--- src/rtl/mem_port_scheduler_pkg.sv ---
// Shared definitions for the memory port scheduler.
//   log2(n) : ceiling log2 with a floor of 1, used to size port indices.
package mem_port_scheduler_pkg;

    function automatic int unsigned log2(input int unsigned n);
        int unsigned w;
        w = 0;
        for (int unsigned i = 0; i < 32; i++) begin
            if ((32'd1 << i) < n) begin
                w = i + 1;
            end
        end
        return (w == 0) ? 1 : w;
    endfunction

endpackage

--- src/rtl/mem_port_scheduler_if.sv ---
// Bundle of requester-side and memory-side signals for mem_port_scheduler.
//   master : the scheduler view (accepts requests, drives responses and the
//            memory request channel, receives memory responses).
//   slave  : the environment view (requesters plus memory).
// Request fields are flattened; port i lives at [i*WIDTH +: WIDTH].
interface mem_port_scheduler_if
    import mem_port_scheduler_pkg::*;
#(
    parameter int NUM_PORTS  = 4,
    parameter int ADDR_WIDTH = 32,
    parameter int DATA_WIDTH = 32
) ();

    logic [NUM_PORTS-1:0]            req_valid;
    logic [NUM_PORTS-1:0]            req_write;
    logic [NUM_PORTS*ADDR_WIDTH-1:0] req_addr;
    logic [NUM_PORTS*DATA_WIDTH-1:0] req_wdata;
    logic [NUM_PORTS-1:0]            req_ready;
    logic [NUM_PORTS-1:0]            resp_valid;
    logic [DATA_WIDTH-1:0]           resp_rdata;

    logic                            mem_valid;
    logic                            mem_write;
    logic [ADDR_WIDTH-1:0]           mem_addr;
    logic [DATA_WIDTH-1:0]           mem_wdata;
    logic                            mem_ready;
    logic                            mem_resp_valid;
    logic [DATA_WIDTH-1:0]           mem_rdata;

    modport master (
        input  req_valid, req_write, req_addr, req_wdata,
        output req_ready, resp_valid, resp_rdata,
        output mem_valid, mem_write, mem_addr, mem_wdata,
        input  mem_ready, mem_resp_valid, mem_rdata
    );

    modport slave (
        output req_valid, req_write, req_addr, req_wdata,
        input  req_ready, resp_valid, resp_rdata,
        input  mem_valid, mem_write, mem_addr, mem_wdata,
        output mem_ready, mem_resp_valid, mem_rdata
    );

endinterface

--- src/rtl/mem_port_scheduler_rr_select.sv ---
// Round-robin selector (purely combinational).
//   requests_i  : per-port request bits
//   ptr_i       : index of the most recently granted port
//   grant_o     : lowest requesting index above ptr_i, else lowest overall
//   any_valid_o : at least one request present
module mem_port_scheduler_rr_select
    import mem_port_scheduler_pkg::*;
#(
    parameter int          NUM_PORTS = 4,
    parameter int unsigned IDX_W     = log2(NUM_PORTS)
) (
    input  logic [NUM_PORTS-1:0] requests_i,
    input  logic [IDX_W-1:0]     ptr_i,
    output logic [IDX_W-1:0]     grant_o,
    output logic                 any_valid_o
);

    logic found;

    always_comb begin
        grant_o = '0;
        found   = 1'b0;
        // Masked pass: only ports strictly above the pointer.
        for (int i = 0; i < NUM_PORTS; i++) begin
            if (!found && requests_i[i] && (i > int'(ptr_i))) begin
                grant_o = IDX_W'(i);
                found   = 1'b1;
            end
        end
        // Wrap pass: nothing above the pointer, take the lowest request.
        for (int i = 0; i < NUM_PORTS; i++) begin
            if (!found && requests_i[i]) begin
                grant_o = IDX_W'(i);
                found   = 1'b1;
            end
        end
    end

    assign any_valid_o = |requests_i;

endmodule

--- src/rtl/mem_port_scheduler.sv ---
// Shares one single-outstanding memory port between NUM_PORTS requesters
// with round-robin fairness.
//   clock_i    : system clock, rising edge
//   reset_i    : synchronous active-high reset
//   bus_io     : requester handshake, response pulse and memory channel
//   grant_id_o : port owning the current transaction
//   busy_o     : high whenever the scheduler is not idle
module mem_port_scheduler
    import mem_port_scheduler_pkg::*;
#(
    parameter int NUM_PORTS  = 4,
    parameter int ADDR_WIDTH = 32,
    parameter int DATA_WIDTH = 32
) (
    input  logic                         clock_i,
    input  logic                         reset_i,
    mem_port_scheduler_if.master         bus_io,
    output logic [log2(NUM_PORTS)-1:0]   grant_id_o,
    output logic                         busy_o
);

    localparam int unsigned IDX_W = log2(NUM_PORTS);
    localparam logic [NUM_PORTS-1:0] ONE_HOT0 = {{(NUM_PORTS-1){1'b0}}, 1'b1};

    typedef enum logic [1:0] {
        S_IDLE      = 2'd0,
        S_ISSUE     = 2'd1,
        S_WAIT_RESP = 2'd2,
        S_RESPOND   = 2'd3
    } state_e;

    state_e                 state_q, state_d;
    logic [IDX_W-1:0]       rr_ptr_q, rr_ptr_d;
    logic [IDX_W-1:0]       grant_q, grant_d;
    logic [DATA_WIDTH-1:0]  rdata_q, rdata_d;
    logic                   write_q;
    logic [ADDR_WIDTH-1:0]  addr_q;
    logic [DATA_WIDTH-1:0]  wdata_q;

    logic [IDX_W-1:0]       sel_idx;
    logic                   any_valid;
    logic                   accept;
    logic [NUM_PORTS-1:0]   ready_c;
    logic                   sel_write;
    logic [ADDR_WIDTH-1:0]  sel_addr;
    logic [DATA_WIDTH-1:0]  sel_wdata;

    mem_port_scheduler_rr_select #(
        .NUM_PORTS (NUM_PORTS),
        .IDX_W     (IDX_W)
    ) u_rr_select (
        .requests_i  (bus_io.req_valid),
        .ptr_i       (rr_ptr_q),
        .grant_o     (sel_idx),
        .any_valid_o (any_valid)
    );

    // Fields of the port the selector picked this cycle.
    always_comb begin
        sel_write = 1'b0;
        sel_addr  = '0;
        sel_wdata = '0;
        for (int i = 0; i < NUM_PORTS; i++) begin
            if (sel_idx == IDX_W'(i)) begin
                sel_write = bus_io.req_write[i];
                sel_addr  = bus_io.req_addr[i*ADDR_WIDTH +: ADDR_WIDTH];
                sel_wdata = bus_io.req_wdata[i*DATA_WIDTH +: DATA_WIDTH];
            end
        end
    end

    always_comb begin
        state_d  = state_q;
        rr_ptr_d = rr_ptr_q;
        grant_d  = grant_q;
        rdata_d  = rdata_q;
        ready_c  = '0;
        accept   = 1'b0;
        case (state_q)
            S_IDLE: begin
                if (any_valid) begin
                    ready_c  = ONE_HOT0 << sel_idx;
                    accept   = 1'b1;
                    rr_ptr_d = sel_idx;
                    grant_d  = sel_idx;
                    state_d  = S_ISSUE;
                end
            end
            S_ISSUE: begin
                if (bus_io.mem_ready) begin
                    // A response in the accept cycle skips WAIT_RESP.
                    if (bus_io.mem_resp_valid) begin
                        rdata_d = bus_io.mem_rdata;
                        state_d = S_RESPOND;
                    end else begin
                        state_d = S_WAIT_RESP;
                    end
                end
            end
            S_WAIT_RESP: begin
                if (bus_io.mem_resp_valid) begin
                    rdata_d = bus_io.mem_rdata;
                    state_d = S_RESPOND;
                end
            end
            S_RESPOND: begin
                state_d = S_IDLE;
            end
            default: begin
                state_d = S_IDLE;
            end
        endcase
    end

    always_ff @(posedge clock_i) begin
        if (reset_i) begin
            state_q  <= S_IDLE;
            rr_ptr_q <= IDX_W'(NUM_PORTS - 1);
            grant_q  <= '0;
            rdata_q  <= '0;
        end else begin
            state_q  <= state_d;
            rr_ptr_q <= rr_ptr_d;
            grant_q  <= grant_d;
            rdata_q  <= rdata_d;
        end
    end

    // Request payload is only meaningful in ISSUE, so it needs no reset.
    always_ff @(posedge clock_i) begin
        if (accept) begin
            write_q <= sel_write;
            addr_q  <= sel_addr;
            wdata_q <= sel_wdata;
        end
    end

    // Memory-side outputs are zeroed outside ISSUE so nothing leaks while idle.
    assign bus_io.req_ready  = reset_i ? '0 : ready_c;
    assign bus_io.resp_valid = (state_q == S_RESPOND) ? (ONE_HOT0 << grant_q) : '0;
    assign bus_io.resp_rdata = rdata_q;
    assign bus_io.mem_valid  = (state_q == S_ISSUE);
    assign bus_io.mem_write  = (state_q == S_ISSUE) & write_q;
    assign bus_io.mem_addr   = (state_q == S_ISSUE) ? addr_q  : '0;
    assign bus_io.mem_wdata  = (state_q == S_ISSUE) ? wdata_q : '0;
    assign grant_id_o        = grant_q;
    assign busy_o            = (state_q != S_IDLE);

endmodule

--- src/flat_wrapper.sv ---
// flat-port wrapper written by rule: the top's interface ports become plain ports
module mem_port_scheduler_flat import mem_port_scheduler_pkg::*;
#(
    parameter int NUM_PORTS  = 4,
    parameter int ADDR_WIDTH = 32,
    parameter int DATA_WIDTH = 32
)
  (clock_i, reset_i, grant_id_o, busy_o, bus_io_req_valid, bus_io_req_write, bus_io_req_addr, bus_io_req_wdata, bus_io_req_ready, bus_io_resp_valid, bus_io_resp_rdata, bus_io_mem_valid, bus_io_mem_write, bus_io_mem_addr, bus_io_mem_wdata, bus_io_mem_ready, bus_io_mem_resp_valid, bus_io_mem_rdata);
  mem_port_scheduler_if #(.NUM_PORTS(NUM_PORTS), .ADDR_WIDTH(ADDR_WIDTH), .DATA_WIDTH(DATA_WIDTH)) bus_io_i ();
  input  logic clock_i;
  input  logic reset_i;
  output logic [log2(NUM_PORTS)-1:0] grant_id_o;
  output logic busy_o;
  input wire logic [$bits(bus_io_i.req_valid)-1:0] bus_io_req_valid;
  input wire logic [$bits(bus_io_i.req_write)-1:0] bus_io_req_write;
  input wire logic [$bits(bus_io_i.req_addr)-1:0] bus_io_req_addr;
  input wire logic [$bits(bus_io_i.req_wdata)-1:0] bus_io_req_wdata;
  output wire logic [$bits(bus_io_i.req_ready)-1:0] bus_io_req_ready;
  output wire logic [$bits(bus_io_i.resp_valid)-1:0] bus_io_resp_valid;
  output wire logic [$bits(bus_io_i.resp_rdata)-1:0] bus_io_resp_rdata;
  output wire logic [$bits(bus_io_i.mem_valid)-1:0] bus_io_mem_valid;
  output wire logic [$bits(bus_io_i.mem_write)-1:0] bus_io_mem_write;
  output wire logic [$bits(bus_io_i.mem_addr)-1:0] bus_io_mem_addr;
  output wire logic [$bits(bus_io_i.mem_wdata)-1:0] bus_io_mem_wdata;
  input wire logic [$bits(bus_io_i.mem_ready)-1:0] bus_io_mem_ready;
  input wire logic [$bits(bus_io_i.mem_resp_valid)-1:0] bus_io_mem_resp_valid;
  input wire logic [$bits(bus_io_i.mem_rdata)-1:0] bus_io_mem_rdata;
  assign bus_io_i.req_valid = bus_io_req_valid;
  assign bus_io_i.req_write = bus_io_req_write;
  assign bus_io_i.req_addr = bus_io_req_addr;
  assign bus_io_i.req_wdata = bus_io_req_wdata;
  assign bus_io_req_ready = bus_io_i.req_ready;
  assign bus_io_resp_valid = bus_io_i.resp_valid;
  assign bus_io_resp_rdata = bus_io_i.resp_rdata;
  assign bus_io_mem_valid = bus_io_i.mem_valid;
  assign bus_io_mem_write = bus_io_i.mem_write;
  assign bus_io_mem_addr = bus_io_i.mem_addr;
  assign bus_io_mem_wdata = bus_io_i.mem_wdata;
  assign bus_io_i.mem_ready = bus_io_mem_ready;
  assign bus_io_i.mem_resp_valid = bus_io_mem_resp_valid;
  assign bus_io_i.mem_rdata = bus_io_mem_rdata;
  mem_port_scheduler #(.NUM_PORTS(NUM_PORTS), .ADDR_WIDTH(ADDR_WIDTH), .DATA_WIDTH(DATA_WIDTH)) u_core (.clock_i(clock_i), .reset_i(reset_i), .bus_io(bus_io_i), .grant_id_o(grant_id_o), .busy_o(busy_o));
endmodule
--- config.mk ---
export PLATFORM = sky130hd
export DESIGN_NAME = mem_port_scheduler_flat
export DESIGN_NICKNAME = d
export VERILOG_FILES = /design/src/rtl/mem_port_scheduler_pkg.sv /design/src/rtl/mem_port_scheduler_if.sv /design/src/rtl/mem_port_scheduler_rr_select.sv /design/src/rtl/mem_port_scheduler.sv /design/src/flat_wrapper.sv
export SDC_FILE = /design/constraint.sdc
export NUM_CORES = 1
export LEC_CHECK = 0
export ABC_AREA = 0
export BUFFER_PORTS_ARGS = -buffer_cell sky130_fd_sc_hd__buf_2
export CAP_MARGIN = 30
export CORE_AREA = 5 5 156 158
export CTS_CLUSTER_SIZE = 14
export DETAILED_ROUTE_END_ITERATION = 10
export DIE_AREA = 0 0 161 163
export MAX_ROUTING_LAYER = met4
export PLACE_DENSITY = 0.66
export SLEW_MARGIN = 20
export SYNTH_ARGS = -nofsm -noshare
export SYNTH_HDL_FRONTEND = slang
export SYNTH_SLANG_ARGS = --single-unit
--- constraint.sdc ---
create_clock -name clock_i -period 1.7 [get_ports clock_i]
set_input_delay 0 -clock clock_i [delete_from_list [all_inputs] [get_ports clock_i]]
set_output_delay 0 -clock clock_i [all_outputs]
set_load 0.02 [all_outputs]
* Word-level counts from Yosys, hierarchy flattened *
Index checks and enable logic that the tools add are counted.

storage, ports and cells
  register bits after elaboration = 103
  output and inout port bits = 109
  word-level logic and storage cells = 86

operators by class
  order comparisons = 3
  equality and inequality tests = 9
  shift-type cells = 2
  multiplexer cells = 41
  bitwise gates (word level) = 1
  reductions and logical operators = 23

operator list
  kind                                                                             number
  32-bit 2-to-1 mux                                                                12
  32-bit one-hot mux with 2 select lines                                           1
  2-bit 2-to-1 mux                                                                 9
  4-bit 2-to-1 mux                                                                 4
  1-bit 2-to-1 mux                                                                 14
  1-bit logical AND                                                                9
  2-bit == test (second input constant)                                            4
  2-bit one-hot mux with 4 select lines                                            1
  1-bit by 2-bit << shifter with 4-bit output (first input constant)               2
  1-bit logical NOT                                                                6
  2-bit by 1-bit == test with 1-bit output (second input constant)                 2
  2-bit greater-than comparator (first input constant)                             2
  2-bit logical NOT                                                                2
  2-bit by 1-bit != test with 1-bit output (second input constant)                 2
  2-bit AND reduction                                                              2
  2-bit nonzero test                                                               2
  4-bit OR reduction                                                               1
  3-bit AND reduction                                                              1
  1-bit by 2-bit greater-than comparator with 1-bit output (first input constant)  1
  2-bit != test (second input constant)                                            1
  1-bit AND                                                                        1

* Longest topological paths before layout *
  word-level depth = 28
  mapped depth = 8
  depth with buffers taken out = 6

* Hierarchy *
From an unflattened synthesis, not the netlist that was laid out.

second synthesis, totals
  cells, all modules = 429
  area total of the unflattened synthesis = 5,724.2 um^2

by module, submodules not included
  module                        times used  cells an instance  area an instance (um^2)  seq. area each (um^2)
  mem_port_scheduler            1           415                5,645.4                  2,712.6
  mem_port_scheduler_rr_select  1           14                 78.8                     0.0

* Worst setup path after synthesis *
OpenSTA, ideal clock, no wires.

  path type = reg2reg
  start = reg u_core.state_q[0]
  end = reg u_core.addr_q[0] (enable)
  arrival time = 1,509 ps
  slack = -200 ps
  cell stages (with the launch flop) = 5
  cells stage by stage = dfxtp_1 inv_1 ha_1 o41ai_2 inv_2

between the ends
  longest elaborated chain between the ends = 2

RTL lines
  what                    line                       RTL
  start, declared         mem_port_scheduler.sv:32   state_e state_q, state_d;
  start signal, assigned  mem_port_scheduler.sv:122  state_q <= state_d;
  2-bit logical NOT       mem_port_scheduler.sv:79   case (state_q)
  1-bit 2-to-1 mux        mem_port_scheduler.sv:79
  via u_core.accept       mem_port_scheduler.sv:42   logic accept;
  end signal, assigned    mem_port_scheduler.sv:133  addr_q <= sel_addr;
  end, declared           mem_port_scheduler.sv:37   logic [ADDR_WIDTH-1:0] addr_q;

The timed path passes the listed nets, and every way through them passes these cells.
A chain may end at the register's enable or synchronous reset.

* Worst setup path in the final report *
  start = reg u_core.rr_ptr_q[0]
  end = out bus_io_req_ready[1]

between the ends
  longest elaborated chain between the ends = 27
  elaborated cells on any way between the ends = 35
  those cells by class = order compare (3); shift (1); mux (16); reduce/logical (15)

RTL lines
  what                                                      line                                RTL
  start, declared                                           mem_port_scheduler.sv:33            logic [IDX_W-1:0] rr_ptr_q, rr_ptr_d;
  start signal, assigned                                    mem_port_scheduler.sv:118           rr_ptr_q <= IDX_W'(NUM_PORTS - 1);
  start signal, assigned                                    mem_port_scheduler.sv:123           rr_ptr_q <= rr_ptr_d;
  1-bit by 2-bit greater-than comparator with 1-bit output  mem_port_scheduler_rr_select.sv:25  if (!found && requests_i[i] && (i > int'(ptr_i))) begin
  1-bit logical AND                                         mem_port_scheduler_rr_select.sv:25
  1-bit 2-to-1 mux                                          mem_port_scheduler_rr_select.sv:25
  1-bit logical NOT                                         mem_port_scheduler_rr_select.sv:25
  1-bit logical AND (2 in series)                           mem_port_scheduler_rr_select.sv:25
  1-bit 2-to-1 mux                                          mem_port_scheduler_rr_select.sv:25
  1-bit logical NOT                                         mem_port_scheduler_rr_select.sv:25
  1-bit logical AND (2 in series)                           mem_port_scheduler_rr_select.sv:25
  (+9 left out)                                             --
  1-bit 2-to-1 mux                                          mem_port_scheduler_rr_select.sv:32  if (!found && requests_i[i]) begin
  1-bit logical NOT                                         mem_port_scheduler_rr_select.sv:32
  1-bit logical AND                                         mem_port_scheduler_rr_select.sv:32
  2-bit 2-to-1 mux (*)                                      mem_port_scheduler_rr_select.sv:32
  1-bit by 2-bit << shifter with 4-bit output (*)           mem_port_scheduler.sv:82            ready_c = ONE_HOT0 << sel_idx;
  4-bit 2-to-1 mux (*)                                      mem_port_scheduler.sv:81            if (any_valid) begin
  4-bit 2-to-1 mux (*)                                      mem_port_scheduler.sv:79
  4-bit 2-to-1 mux (*)                                      mem_port_scheduler.sv:139           assign bus_io.req_ready = reset_i ? '0 : ready_c;
  end, declared                                             flat_wrapper.sv:18                  output wire logic [$bits(bus_io_i.req_ready)-1:0] bus_io_req_ready;

Mark *: on every way between the ends. The rest lies on a longest branch, timed or not.

==> metrics <==
critical path, cell by cell nand3b_1 > a31oi_4 > buf_6 > clkbuf_16 > buf_8 > nor4_4 > buf_4; startpoint types flip-flop; area grow syn2layout 64.62%; Layout Utilization 43.74%; initial antenna violation count 1; Post-synth EDFFs 65; worst-path fanout max 6; post-route minimum period between 1.5 and 2 ns; yosys warns 0; final period utilization 106.8%; Hold Crit Class input pin to flip-flop; Max VDD drop 0.5904 mV; largest net degree at the start of global routing 37; synthesized instance count 560; Worst EP required 1.70 ns; drt first-iter violations 350; Pre-antenna DRT Iters 4; worst slew pin tran 0.6829 ns; Remaining DRCs 0; status finished with violations; Ports 409; row count 56; Largest stage delay, worst path 0.35 ns; Placeable Area around 0.023 sq mm; Routed WL around 23,000 um; Die ar. approximately 0.026 sq mm; Clock Pin Slew Worst Setup and Hold Paths 0.07 ns; asr flop ratio synth 0%; Setup Skew slightly below 0.007 ns; area share of the largest cell type after synthesis 32.29%; final net count roughly 1.3k; Final Instance Count excl. Fillers ~1.3k; most common cell after layout, fill and taps aside buf_2; fmax roughly 550 MHz; Primary FF master, synth edfxtp_1; Leak roughly 5.0 nW; vias per std cell approximately 4.5; Data arrival, critical path ~1.8 ns; vias after detailed routing 6,039; height of the die approximately 160 um; root buffer cell clkbuf_16; GP Congestion between 0.8 and 0.9; Seq cells post-synth about 100; Max-Cap Viols 0; H-tree Lvls 3; fin. max-slew vios 0; Clk Latency, worst-skew pair 0.34 ns; RSZ-0062 raised after global routing yes; fraction of layout cells with a size suffix above 1 approximately half; slowest CP cell dfxtp_2; GRT overflow 0; top post-synthesis cells by area mux2i_1 (32%), edfxtp_1 (32%), dfxtp_1 (12%); cts bufs inserted 9; failing checks setup timing; effective utilization at floorplan approximately a quarter; antenna-violating nets left 0; Setup Viol. Count Final between 60 and 70; hpwl dp around 17,000 um; Worst Setup End Kind primary output; post-synthesis sequential area ratio between 40 and 50%; Final Hold Viols 0; gr usage total 16.52%; Setup WS post-layout -0.1164 ns; DR WL/cell between 15 and 20 um; Crit path max-delay family buffers and inverters; Netlist cell types 33; Buf+Inv Stages, Crit Path 4; post-synthesis cell area between 0.006 and 0.007 sq mm; CP Class flip-flop to primary output; Clock Tree Buf Depth 2; Pwr Density approximately 1500 mW/mm^2; clock sink count 103; max_slew headroom 53.30%; synthesized area per cell around 11 sq um; commonest non-fill, non-tap cells in the layout buf_2 (403), mux2i_1 (180), nand2_1 (71), and2_1 (65), edfxtp_1 (65); Fill cells around 2.2k; number of global-route vias before repair 6,209; first-pass GRT wire length around 33,000 um; CTS tree done; syn_nets roughly 870; Die Wd 161 um; Yosys top cell by area mux2i_1; placed cells 1,253; port bufs ~400
## worst register-to-register path, stage by stage (launching register included)
cell and delay (ns):
dfxtp_2 0.35, nand3b_1 0.21, a31oi_4 0.24, buf_6 0.16, buf_12 0.15, buf_8 0.16
mux2i_1 0.21, mux2i_1 0.10
## power breakdown
group / leakage [nW] / internal [mW] / total (mW) / switching, mW
registers: 0.953 / 4.10 / 4.44 / 0.341
logic: 3.93 / 4.15 / 8.85 / 4.70
clock network: 0.134 / 1.04 / 2.01 / 0.974
## cell families (layout without fill, tap and decap cells)
logic type      count (synthesis)  after routing  share of synthesized area, %
buf+inv                        49            534                         4.794
simple gates                  160            160                         13.05
flops                         103            103                         44.42
fa+ha+maj                       5              5                         1.024
mux                           198            198                         32.47
other cells                     0              1                             0
compound gates                 45             45                         4.241
## metrics by stage
stage                     area [sq um]  hold WS [ns]  power [mW]  setup WS [ns]  setup TNS, ns
final                            10050       0.01923       15.30        -0.1164         -4.958
after global placement            8712        0.2433       11.81        -0.1060         -3.456
after CTS                         9778     0.0002026       14.90        -0.1651         -6.155
after global routing             10050       0.01552       16.17        -0.1986         -10.10
after detailed placement          8712        0.2478       11.93        -0.1595         -6.395
after floorplan                   6122        0.1360       9.157        0.04660              0
## synthesized netlist by cell type (all sizes together) (2+ instances only)
| cell type | n |
|---|---|
| a21oi | 35 |
| and2 | 66 |
| clkbuf | 12 |
| edfxtp | 65 |
| dfxtp | 38 |
| nor2 | 10 |
| inv | 8 |
| nand2 | 73 |
| mux2i | 197 |
| nor4 | 2 |
| buf | 29 |
| nand2b | 2 |
| and3 | 2 |
| ha | 5 |
| a21o | 3 |
## layer usage
layer  vias up  routed length [um]  GRT usage [%]
li1       2944                   -              -
met1      2799                9368          18.62
met2       273               12110          29.53
met3        23                1560          3.695
met4         0                 390          4.731
met5         -                   0              -
## cell type report
cell class	count	area [sq um]	area share, %
inverter	8	32.53	0.3236
timing repair buffer	510	3381	33.63
clock buffer	11	242.7	2.414
clock inverter	5	31.28	0.3111
sequential	103	2719	27.04
tap	290	362.8	3.609
multi-input combinational	408	3282	32.64
antenna	1	2.502	0.02489
## worst paths after layout
kind,from,endpoint,slack [ns],depth (start not counted)
min reg2reg,u_core.bus_io.resp_rdata[26]$_SDFFE_PP0P_,u_core.bus_io.resp_rdata[26]$_SDFFE_PP0P_,0.46,2
max,u_core.rr_ptr_q[0]$_SDFFE_PP1P_,bus_io_req_ready[1],-0.12,7
max reg2reg,u_core.rr_ptr_q[0]$_SDFFE_PP1P_,u_core.addr_q[17]$_DFFE_PP_,-0.11,7
min,bus_io_req_wdata[5],u_core.wdata_q[5]$_DFFE_PP_,0.02,3
## registers in the layout (all words and copies together) (netlist names)
register and cells:
u_core.grant_id_o 2, u_core.rr_ptr_q 2, u_core.addr_q 32, u_core.write_q 1, u_core.wdata_q 32, u_core.bus_io.resp_rdata 32
u_core.state_q 2
## what timing repair did
item,CTS,global route
hold buffers,45,0
setup endpoints to repair,70,140
hold endpoints to repair,40,0
resized for setup,35,45
buffers inserted,8,5
gates cloned,4,6
pin swaps,2,2
No activity file was read; power rests on OpenSTA's default activity.
